## src/rtl/mips_pkg.sv

```systemverilog
// mips_pkg: shared types and constants for the MIPS write-back / bypass block.
//   REG_ZERO       - hard-wired zero register, never written or forwarded
//   SRC_RF/SRC_FWD - EX operand mux select encodings
//   bypass_slot_t  - contents of one in-flight pipeline slot (M or W)
package mips_pkg;

    localparam int SLOT_DW = 32;
    localparam int SLOT_AW = 5;

    localparam logic [SLOT_AW-1:0] REG_ZERO = '0;

    localparam logic SRC_RF  = 1'b1;
    localparam logic SRC_FWD = 1'b0;

    typedef struct packed {
        logic               vld;
        logic               wen;
        logic [SLOT_AW-1:0] dst;
        logic               is_load;
        logic [SLOT_DW-1:0] data;
    } bypass_slot_t;

endpackage

```

## src/rtl/mips_bypass_wb_match.sv

```systemverilog
// bypass_match: combinational hit detection and forward select for one EX
// source operand.
//   slot_m, slot_w - M and W slot contents
//   src            - source register of the EX operand
//   fwd_data       - forwarded value (0 when no hit)
//   alu_src        - SRC_RF when the register-file read is used
//   load_use       - operand depends on a load still sitting in M
module bypass_match
    import mips_pkg::*;
(
    input  bypass_slot_t       slot_m,
    input  bypass_slot_t       slot_w,
    input  logic [SLOT_AW-1:0] src,
    output logic [SLOT_DW-1:0] fwd_data,
    output logic               alu_src,
    output logic               load_use
);

    logic hit_m;
    logic hit_w;

    // W never carries a pending load (its data is already resolved).
    logic unused_w_is_load;
    assign unused_w_is_load = slot_w.is_load;

    assign hit_m = slot_m.vld & slot_m.wen & (slot_m.dst == src) & (src != REG_ZERO);
    assign hit_w = slot_w.vld & slot_w.wen & (slot_w.dst == src) & (src != REG_ZERO);

    // M is younger than W, so it wins. A load in M has no data yet: the
    // caller stalls and the value picked here is meaningless for that cycle.
    always_comb begin
        fwd_data = '0;
        alu_src  = SRC_RF;
        load_use = 1'b0;
        if (hit_m) begin
            if (slot_m.is_load) begin
                load_use = 1'b1;
            end else begin
                fwd_data = slot_m.data;
                alu_src  = SRC_FWD;
            end
        end else if (hit_w) begin
            fwd_data = slot_w.data;
            alu_src  = SRC_FWD;
        end
    end

endmodule

```

## src/rtl/mips_bypass_wb.sv

```systemverilog
// mips_bypass_wb: MEM/WB result tracking, register-file write port, EX operand
// bypass and load-use stall for a 5-stage MIPS pipeline.
//   clk, rst                  - clock, synchronous active-high reset
//   ex_*                      - instruction currently in EX
//   mem_rdata                 - load data for the instruction in M
//   forward_a/b, alu_src_a/b  - EX operand bypass value and select
//   stall                     - load-use stall (hold EX, freeze front end)
//   rf_we/rf_waddr/rf_wdata   - register-file write port, driven from W
//   stall_cnt                 - saturating count of stall cycles
module mips_bypass_wb
    import mips_pkg::*;
#(
    parameter int DW = SLOT_DW,
    parameter int AW = SLOT_AW
) (
    input  logic          clk,
    input  logic          rst,
    input  logic          ex_valid,
    input  logic          ex_wen,
    input  logic [AW-1:0] ex_dst,
    input  logic          ex_is_load,
    input  logic [DW-1:0] ex_result,
    input  logic [AW-1:0] ex_rs,
    input  logic [AW-1:0] ex_rt,
    input  logic [DW-1:0] mem_rdata,
    output logic [DW-1:0] forward_a,
    output logic [DW-1:0] forward_b,
    output logic          alu_src_a,
    output logic          alu_src_b,
    output logic          stall,
    output logic          rf_we,
    output logic [AW-1:0] rf_waddr,
    output logic [DW-1:0] rf_wdata,
    output logic [31:0]   stall_cnt
);

    localparam int NUM_SRC = 2;

    bypass_slot_t slot_m;
    bypass_slot_t slot_w;

    logic [NUM_SRC-1:0][AW-1:0] src_reg;
    logic [NUM_SRC-1:0][DW-1:0] fwd_val;
    logic [NUM_SRC-1:0]         src_sel;
    logic [NUM_SRC-1:0]         load_use;

    assign src_reg = {ex_rt, ex_rs};

    for (genvar i = 0; i < NUM_SRC; i++) begin : g_match
        bypass_match u_match (
            .slot_m   (slot_m),
            .slot_w   (slot_w),
            .src      (src_reg[i]),
            .fwd_data (fwd_val[i]),
            .alu_src  (src_sel[i]),
            .load_use (load_use[i])
        );
    end

    assign forward_a = fwd_val[0];
    assign forward_b = fwd_val[1];
    assign alu_src_a = src_sel[0];
    assign alu_src_b = src_sel[1];
    assign stall     = |load_use;

    // The stalled EX instruction becomes a bubble in M; upstream re-presents
    // it next cycle, when the load has moved to W and can be forwarded.
    always_ff @(posedge clk) begin
        if (rst) begin
            slot_m <= '0;
            slot_w <= '0;
        end else begin
            slot_m.vld     <= ex_valid & ~stall;
            slot_m.wen     <= ex_wen;
            slot_m.dst     <= ex_dst;
            slot_m.is_load <= ex_is_load;
            slot_m.data    <= ex_result;

            slot_w      <= slot_m;
            slot_w.data <= slot_m.is_load ? mem_rdata : slot_m.data;
        end
    end

    always_ff @(posedge clk) begin
        if (rst) begin
            stall_cnt <= '0;
        end else if (stall && stall_cnt != '1) begin
            stall_cnt <= stall_cnt + 32'd1;
        end
    end

    assign rf_we    = slot_w.vld & slot_w.wen & (slot_w.dst != REG_ZERO);
    assign rf_waddr = slot_w.dst;
    assign rf_wdata = slot_w.data;

endmodule

```

## config.mk

```make
export PLATFORM = sky130hd
export DESIGN_NAME = mips_bypass_wb
export DESIGN_NICKNAME = d
export VERILOG_FILES = /design/src/rtl/mips_pkg.sv /design/src/rtl/mips_bypass_wb_match.sv /design/src/rtl/mips_bypass_wb.sv
export SDC_FILE = /design/constraint.sdc
export NUM_CORES = 1
export LEC_CHECK = 0
export BUFFER_PORTS_ARGS = -buffer_cell sky130_fd_sc_hd__buf_2
export CORE_AREA = 10 10 143 92
export DETAILED_ROUTE_END_ITERATION = 12
export DIE_AREA = 0 0 153 102
export PLACE_DENSITY_LB_ADDON = 0.12
export SETUP_SLACK_MARGIN = 0.3
export SLEW_MARGIN = 20
export SYNTH_ARGS = -nofsm -noshare
export SYNTH_HDL_FRONTEND = slang
export SYNTH_SLANG_ARGS = --single-unit
```

## constraint.sdc

```tcl
create_clock -name clk -period 5.2 [get_ports clk]
set_input_delay 1.04 -clock clk [delete_from_list [all_inputs] [get_ports clk]]
set_output_delay 1.04 -clock clk [all_outputs]
set_load 0.02 [all_outputs]
```

==> summary.txt, run 1 <==
Outcome
  • Status: finished, final reports clean

Floorplan
  • Starting density of the core: 52.49%
  • Die Span X: 153 um
  • Core outline area: 10450 sq um
  • Std-Cell Rows: 29
  • IO Pins: 221
  • Die area: 15610 sq um
  • Die height: 102 um

Logic synthesis
  • Area leader, netlist: dfxtp_1
  • Yosys warnings: 0
  • Total nets after synthesis: 790
  • Post-Syn Area: 5485 sq um
  • Share of the synthesized area in the top cell type: 40.51%
  • Top cells by area, synth: dfxtp_1 (41%), nand2_1 (7.5%), a21oi_1 (7.4%)
  • #FFs+latches synth: 111
  • Syn Area/Cell: 7.781 sq um
  • Synth cell types: 57
  • Mapped Cells: 705
  • FFs w/ async S/R, synth: 0%
  • Number of flops mapped to enable cells by yosys: 0
  • Ys flop type: dfxtp_1
  • Register area share after synthesis: 40.51%

Power and ir drop
  • Power Dens Cells: 257.6 nW/um^2
  • Tot Pwr: 1.715 mW
  • Peak VDD IR: 0.1655 mV
  • Comb power frac: 9.4%
  • Clock network power share: 38.0%
  • P_leak: 2.887 nW
  • Register share of total power: 52.6%
  • Switching Share: 24.26%
  • Internal power: 1.299 mW
  • Switching power: 416.1 uW

STA
  • Final worst-path cycle share: 82.22%
  • Unrepaired setup endpoints after global routing: no
  • Slew headroom: 36.06%
  • Number of hold-slack violations in the final timing report: 0
  • Pins Over Slew Limit: 0
  • Final min period: 4.276 ns
  • Least-Margin Pin Slew: 0.9512 ns
  • Maximum clock frequency: 0.2339 GHz
  • Post-route worst setup slack: 0.9245 ns
  • Final hold slack: 0.4653 ns
  • Worst-case clock skew: 0.007982 ns
  • Setup Viol. Count Final: 0
  • Fin Setup TNS: 0 ns

Job
  • Max-Cap Viols: 0

Final layout
  • Fillers: 977
  • Multi-input logic area: 2781 sq um
  • Post-route cell area: 6658 sq um
  • Layout cells sized above 1: 30.53%
  • Nets: 948
  • Reg area: 2222 sq um
  • Layout Utilization: 63.71%
  • Diode count: 0
  • Post-route insts no fill: 1007
  • Layout Area Growth over Synthesis: 21.37%

GRT
  • Met2 usage: 34.58%
  • Vias in the first global route: 5333
  • Gr busiest metal: met2
  • First-pass GRT wire length: 28180 um
  • GR Util met1: 27.79%
  • GR Util met3: 7.928%
  • Tot GR Track Use: 21.77%
  • Number of antenna violations at the first check in global routing: 1
  • Total grt overflow: 0
  • Largest net degree at the start of global routing: 73

Placed design
  • Placed cell count: 991
  • DP Worst Slack: 0.9593 ns
  • DP Area: 6374 sq um
  • Gpl congestion: 0.9143
  • PortBufs: 220
  • HPWL Detailed: 13730 um

Clocking
  • TritonCTS Buffers: 9
  • Post-cts sizing count: 0
  • H-tree level count: 3
  • Post-CTS Setup Inserts: 0
  • CTS max path bufs: 2
  • CTS clk-pin slew, worst paths: 0.07 ns
  • CTS tree: done
  • Clk_lat worst skew: 0.34 ns
  • # hold bufs at CTS: 0
  • CTS root buffer: clkbuf_16
  • Clock Sinks: 111

Detailed routing
  • Antenna Nets Post-Route: 0
  • Vias: 5613
  • DR iter-0 viols: 378
  • DRC: 0
  • Pre-antenna DRT Iters: 5
  • DRT Wirelength: 18340 um
  • Avg WL per Cell: 18.21 um
  • Via density: 5.574

Min path
  • HP Class: flop to flop
  • HP Start: slot_m[38]

Setup path
  • Crit Path Max Fanout: 72
  • Crit end category: output port
  • Crit path kind: primary input to output port
  • CP startpoint: ex_rs[0]
  • Critical R2R Launch: slot_m[36]
  • CP arrival: 3.24 ns
  • CP Launch Type: primary input
  • CP Data Required Time: 4.16 ns
[cell type report]
class                   count  area share (%)
well taps                 139           2.612
flip-flops and latches    111           33.38
clock inverters             3          0.2631
multi-input cells         506           41.78
clock buffers              13           3.909
inverters                   7          0.3947
repair buffers            228           17.67
[registers in the layout, summed over array words and instances (netlist names)]
| signal | cells |
|---|---|
| slot_m | 40 |
| rf_wdata | 32 |
| stall_cnt | 32 |
| rf_waddr | 5 |
| slot_w | 2 |
[layer usage]
layer	vias to the layer above	wire length, um
met2	300	8255
met4	2	243
li1	2674	-
met5	-	11
met3	25	1900
met1	2612	7924
[kinds of logic after synthesis]
logic type	Yosys count	synth area share [%]
and+or+nand+nor	317	27.78
AOI/OAI and AO/OA	158	17.59
DFF	111	40.51
buffers and inverters	88	9.033
xor gates and xnor gates	28	4.471
muxes	2	0.3878
adders and majority gates	1	0.2281
[cell usage in the layout (no fill, tap or decap), types with 3 or more instances in the layout]
master	netlist	final
or4_4	3	3
o31ai_1	6	6
nor2b_1	48	48
buf_2	12	219
o21ai_0	43	43
nand4_1	12	12
buf_4	40	8
nor4_2	1	3
xor2_1	10	10
nand3_1	13	13
or4_1	11	10
nor4_1	6	4
nor2_1	87	87
dfxtp_1	111	111
and3_1	3	3
a2111oi_2	3	3
a21oi_1	81	81
inv_1	6	6
nor3_1	5	5
clkbuf_16	0	9
or3_1	7	7
nand2_1	109	109
xnor2_1	18	18
[critical path, cell delays in order]
cell and delay (ns):
buf_2 0.13, or4_4 0.54, a21oi_2 0.17, or4_2 0.15, buf_4 0.60, nor2_1 0.13, a21oi_1 0.18, nor2_1 0.05
buf_2 0.19
[power groups by stage]
stage / Clock [mW] / Combinational (mW) / Sequential (mW)
after global routing: 0.697 / 0.178 / 0.906
after floorplan: 0 / 0.114 / 0.916
after detailed placement: 0 / 0.161 / 0.921
after CTS: 0.666 / 0.162 / 0.902
final: 0.651 / 0.162 / 0.902
after global placement: 0 / 0.157 / 0.920
[cells in the mapped netlist (all sizes together) (2+ instances only)]
cell type / n
a211oi: 2
xnor2: 18
o21ai: 45
or3: 8
nor4: 7
xor2: 10
a31oi: 2
nor3: 5
nand2b: 2
nand3: 13
buf: 53
and3: 3
or4: 14
nand4: 13
o21ba: 2
nand2: 110
dfxtp: 111
clkbuf: 28
a21oi: 82
o31a: 2
a2111oi: 6
inv: 6
a311oi: 2
nor2b: 48
o31ai: 6
nor2: 87
a31o: 2
and4: 2
[final timing paths]
kind                            slack [ns]  cells past startpoint            end
worst max-delay path                  0.92                      9  forward_a[30]
worst min-delay path                  0.47                      1     slot_w[38]
worst max register to register        2.47                      7  stall_cnt[24]
worst min register to register        0.47                      1     slot_w[38]
Note: power is estimated with default switching activity, not from simulation.
==> run 2: changes to the inputs <==
- ABC_AREA: unset -> 1
- CORE_AREA: 10 10 143 92 -> 10 10 161 103
- DIE_AREA: 0 0 153 102 -> 0 0 171 113
- clock period: 5.2 -> 3.8 ns (I/O delays scaled with it)
==> run 2 against run 1 <==
  * Sequential share of layout area decreased by 3.3 points
  * Clock power is 67% higher
  * Routed wire length rose by 13%
  * Design area grew 11%
  * Clock skew hardly changed
  * Utilization shrank 9.1 points
  * First-iteration DRC count is 54% higher
  * Highest routed layer unchanged
  * Global-route usage decreased by 0.96 points
  * Critical path depth is 5 lower
==> summary.txt, run 2 <==
Outcome
  • Status: finished, final reports clean

Floorplan
  • Die Span X: 171 um (+12%)
  • Starting density of the core: 45.32% (-7.2 points)
  • Core outline area: 13540 sq um (+30%)
  • Std-Cell Rows: 33 (+14%)
  • Die height: 113 um (+11%)
  • Die area: 19320 sq um (+24%)
  • IO Pins: 221 (unchanged)

Logic synthesis
  • Syn Area/Cell: 6.656 sq um (-14%)
  • Post-Syn Area: 6137 sq um (+12%)
  • Synth cell types: 31 (-46%)
  • Area leader, netlist: dfxtp_1
  • Post-synth top cells: nand2_1 (214), nand3_1 (116), dfxtp_1 (111)
  • Yosys warnings: 0 (unchanged)
  • Top cells by area, synth: dfxtp_1 (36%), nand2_1 (13%), nand3_1 (9.5%)
  • FFs w/ async S/R, synth: 0% (unchanged)
  • Count leader, synth: nand2_1
  • #FFs+latches synth: 111 (unchanged)
  • Total nets after synthesis: 1007 (+27%)
  • Number of flops mapped to enable cells by yosys: 0 (unchanged)
  • Mapped Cells: 922 (+31%)
  • Register area share after synthesis: 36.21% (-4.3 points)
  • Share of the synthesized area in the top cell type: 36.21% (-4.3 points)
  • Ys flop type: dfxtp_1

Detailed routing
  • DRC: 0 (unchanged)
  • DRT Wirelength: 20770 um (+13%)
  • Pre-antenna DRT Iters: 7 (+2)
  • Avg WL per Cell: 16.48 um (-9.5%)
  • Vias: 6262 (+12%)
  • Antenna Nets Post-Route: 0 (unchanged)
  • DR iter-0 viols: 582 (+54%)
  • Via density: 4.970 (-11%)

Final layout
  • Fillers: 1402 (+44%)
  • Most frequent cells in the layout: buf_2 (219), nand2_1 (212), nand3_1 (116), dfxtp_1 (111), nor2_1 (109)
  • Nets: 1165 (+23%)
  • Layout Area Growth over Synthesis: 20.55%
  • Layout Utilization: 54.63% (-9.1 points)
  • Largest Register: slot_m
  • Max FFs per register: 40 (unchanged)
  • Layout cells sized above 1: 28.14% (-2.4 points)
  • Commonest non-fill, non-tap cell in the layout: buf_2

Clocking
  • Post-cts sizing count: 0 (unchanged)
  • CTS tree: done
  • Clk_lat worst skew: 0.34 ns (about the same)
  • # hold bufs at CTS: 0 (unchanged)
  • H-tree level count: 3 (unchanged)
  • TritonCTS Buffers: 9 (unchanged)
  • CTS max path bufs: 2 (unchanged)
  • CTS clk-pin slew, worst paths: 0.07 ns (about the same)
  • Post-CTS Setup Inserts: 0 (unchanged)
  • CTS root buffer: clkbuf_16
  • Clock Sinks: 111 (unchanged)

STA
  • Least-Margin Pin Slew: 0.8226 ns (-0.1286 ns)
  • Number of hold-slack violations in the final timing report: 0 (unchanged)
  • Unrepaired setup endpoints after global routing: no
  • Worst-case clock skew: 0.008024 ns (+0.00004169 ns)
  • Fin Setup TNS: 0 ns (unchanged)
  • Pins Over Slew Limit: 0 (unchanged)
  • Final worst-path cycle share: 81.58%
  • Maximum clock frequency: 0.3226 GHz
  • Setup Viol. Count Final: 0 (unchanged)
  • Final min period: 3.100 ns
  • Final hold slack: 0.4251 ns (-0.04018 ns)
  • Slew headroom: 45.08% (+9.0 points)

Setup path
  • CP Launch Type: flop
  • Crit end category: output port
  • Crit Path Max Fanout: 37 (-49%)
  • Buf/Inv on CP: 2 (-1)
  • Max incr delay on CP: 0.86 ns (+0.26 ns)
  • Worst path slowest cell: dfxtp_1
  • CP arrival: 2.34 ns (-0.90 ns)
  • CP delay by family, top: flip-flops
  • CP Data Required Time: 3.04 ns (-1.12 ns)
  • Crit path kind: flop to output port
  • Crit path cell chain: inv_2 -> nand2_1 -> o21ai_0 -> buf_2

GRT
  • Largest net degree at the start of global routing: 60 (-18%)
  • Met2 usage: 29.28% (-5.3 points)
  • Total grt overflow: 0 (unchanged)
  • First-pass GRT wire length: 32550 um (+16%)
  • Gr busiest metal: met1
  • GR Util met1: 30.71% (+2.9 points)
  • Number of antenna violations at the first check in global routing: 2 (+1)
  • GR Util met3: 6.595% (-1.3 points)
  • Tot GR Track Use: 20.82% (-0.96 points)
  • Vias in the first global route: 5806 (+8.9%)

Placed design
  • HPWL Detailed: 15880 um (+16%)
  • PortBufs: 220 (unchanged)
  • Gpl congestion: 0.9452 (+3.4%)

Job
  • Max-Cap Viols: 0 (unchanged)

Min path
  • HP Class: flop to flop

Power and ir drop
  • P_leak: 3.540 nW (+23%)
  • Power Dens Cells: 343.9 nW/um^2 (+33%)
  • Peak VDD IR: 0.2023 mV (+22%)
==> run 2: cell types whose count changed after synthesis, moves of 23 or more <==
| cell | before | now |
|---|---|---|
| nor2b_1 | 48 | 0 |
| nand3_1 | 13 | 116 |
| nand2_1 | 109 | 214 |
| nor2_1 | 87 | 110 |
| a21oi_1 | 81 | 53 |
| inv_1 | 6 | 83 |
==> run 2: cell type report <==
cell class | instances | area (sq um) | area share (%)
inverter | 89 | 334.1 | 4.515
multi-input combinational | 640 | 3083 | 41.67
timing repair buffer | 229 | 1196 | 16.17
clock buffer | 9 | 225.2 | 3.044
antenna | 1 | 2.502 | 0.03382
tap | 175 | 219.0 | 2.960
clock inverter | 6 | 116.4 | 1.573
sequential | 111 | 2222 | 30.04
==> run 2: final timing paths <==
kind / endpoint / cells past startpoint / slack (ns) / startpoint
setup / recovery: forward_b[28] / 4 / 0.70 / slot_m[32]
hold / removal: slot_w[38] / 2 / 0.43 / slot_m[38]
setup reg to reg: stall_cnt[15] / 9 / 1.45 / stall_cnt[0]
hold reg to reg: slot_w[38] / 2 / 0.43 / slot_m[38]
==> run 2: routing by layer <==
metal  vias to the layer above  wire (um)
li1                       3216          -
met1                      2783      10250
met2                       250       8384
met3                        11       2038
met4                         2         68
met5                         -         20
==> run 2: per-stage QoR <==
step           std cells  power (mW)  setup slack (ns)  area (sq um)
4_1_cts             1259       2.569            0.6482          7396
6_report            1260       2.544            0.6999          7398
2_1_floorplan        922       1.408             1.060          6137
5_1_grt             1259       2.642            0.4749          7396
3_5_place_dp        1244       1.484            0.7718          7054
3_3_place_gp        1244       1.485            0.7491          7054
==> run 2: report_power, final <==
group | internal (mW) | switching, mW
Combinational | 0.0813 | 0.138
Clock | 0.647 | 0.440
Sequential | 1.21 | 0.0303
Total | 1.94 | 0.608
==> run 2: cells by family after synthesis <==
kind of cell	after synthesis	synth area share, %
compound gates	139	12.68
xor+xnor	20	2.854
buf+inv	171	13.76
simple gates	480	34.29
flops	111	36.21
fa+ha+maj	1	0.2038
==> run 2: worst reg2reg max path, delay by kind of cell, from the launching register on <==
family          cells  cell delay [ns]
simple gates        6             1.33
flops               1             0.40
fa+ha+maj           1             0.32
compound gates      1             0.14
buf+inv             1             0.11
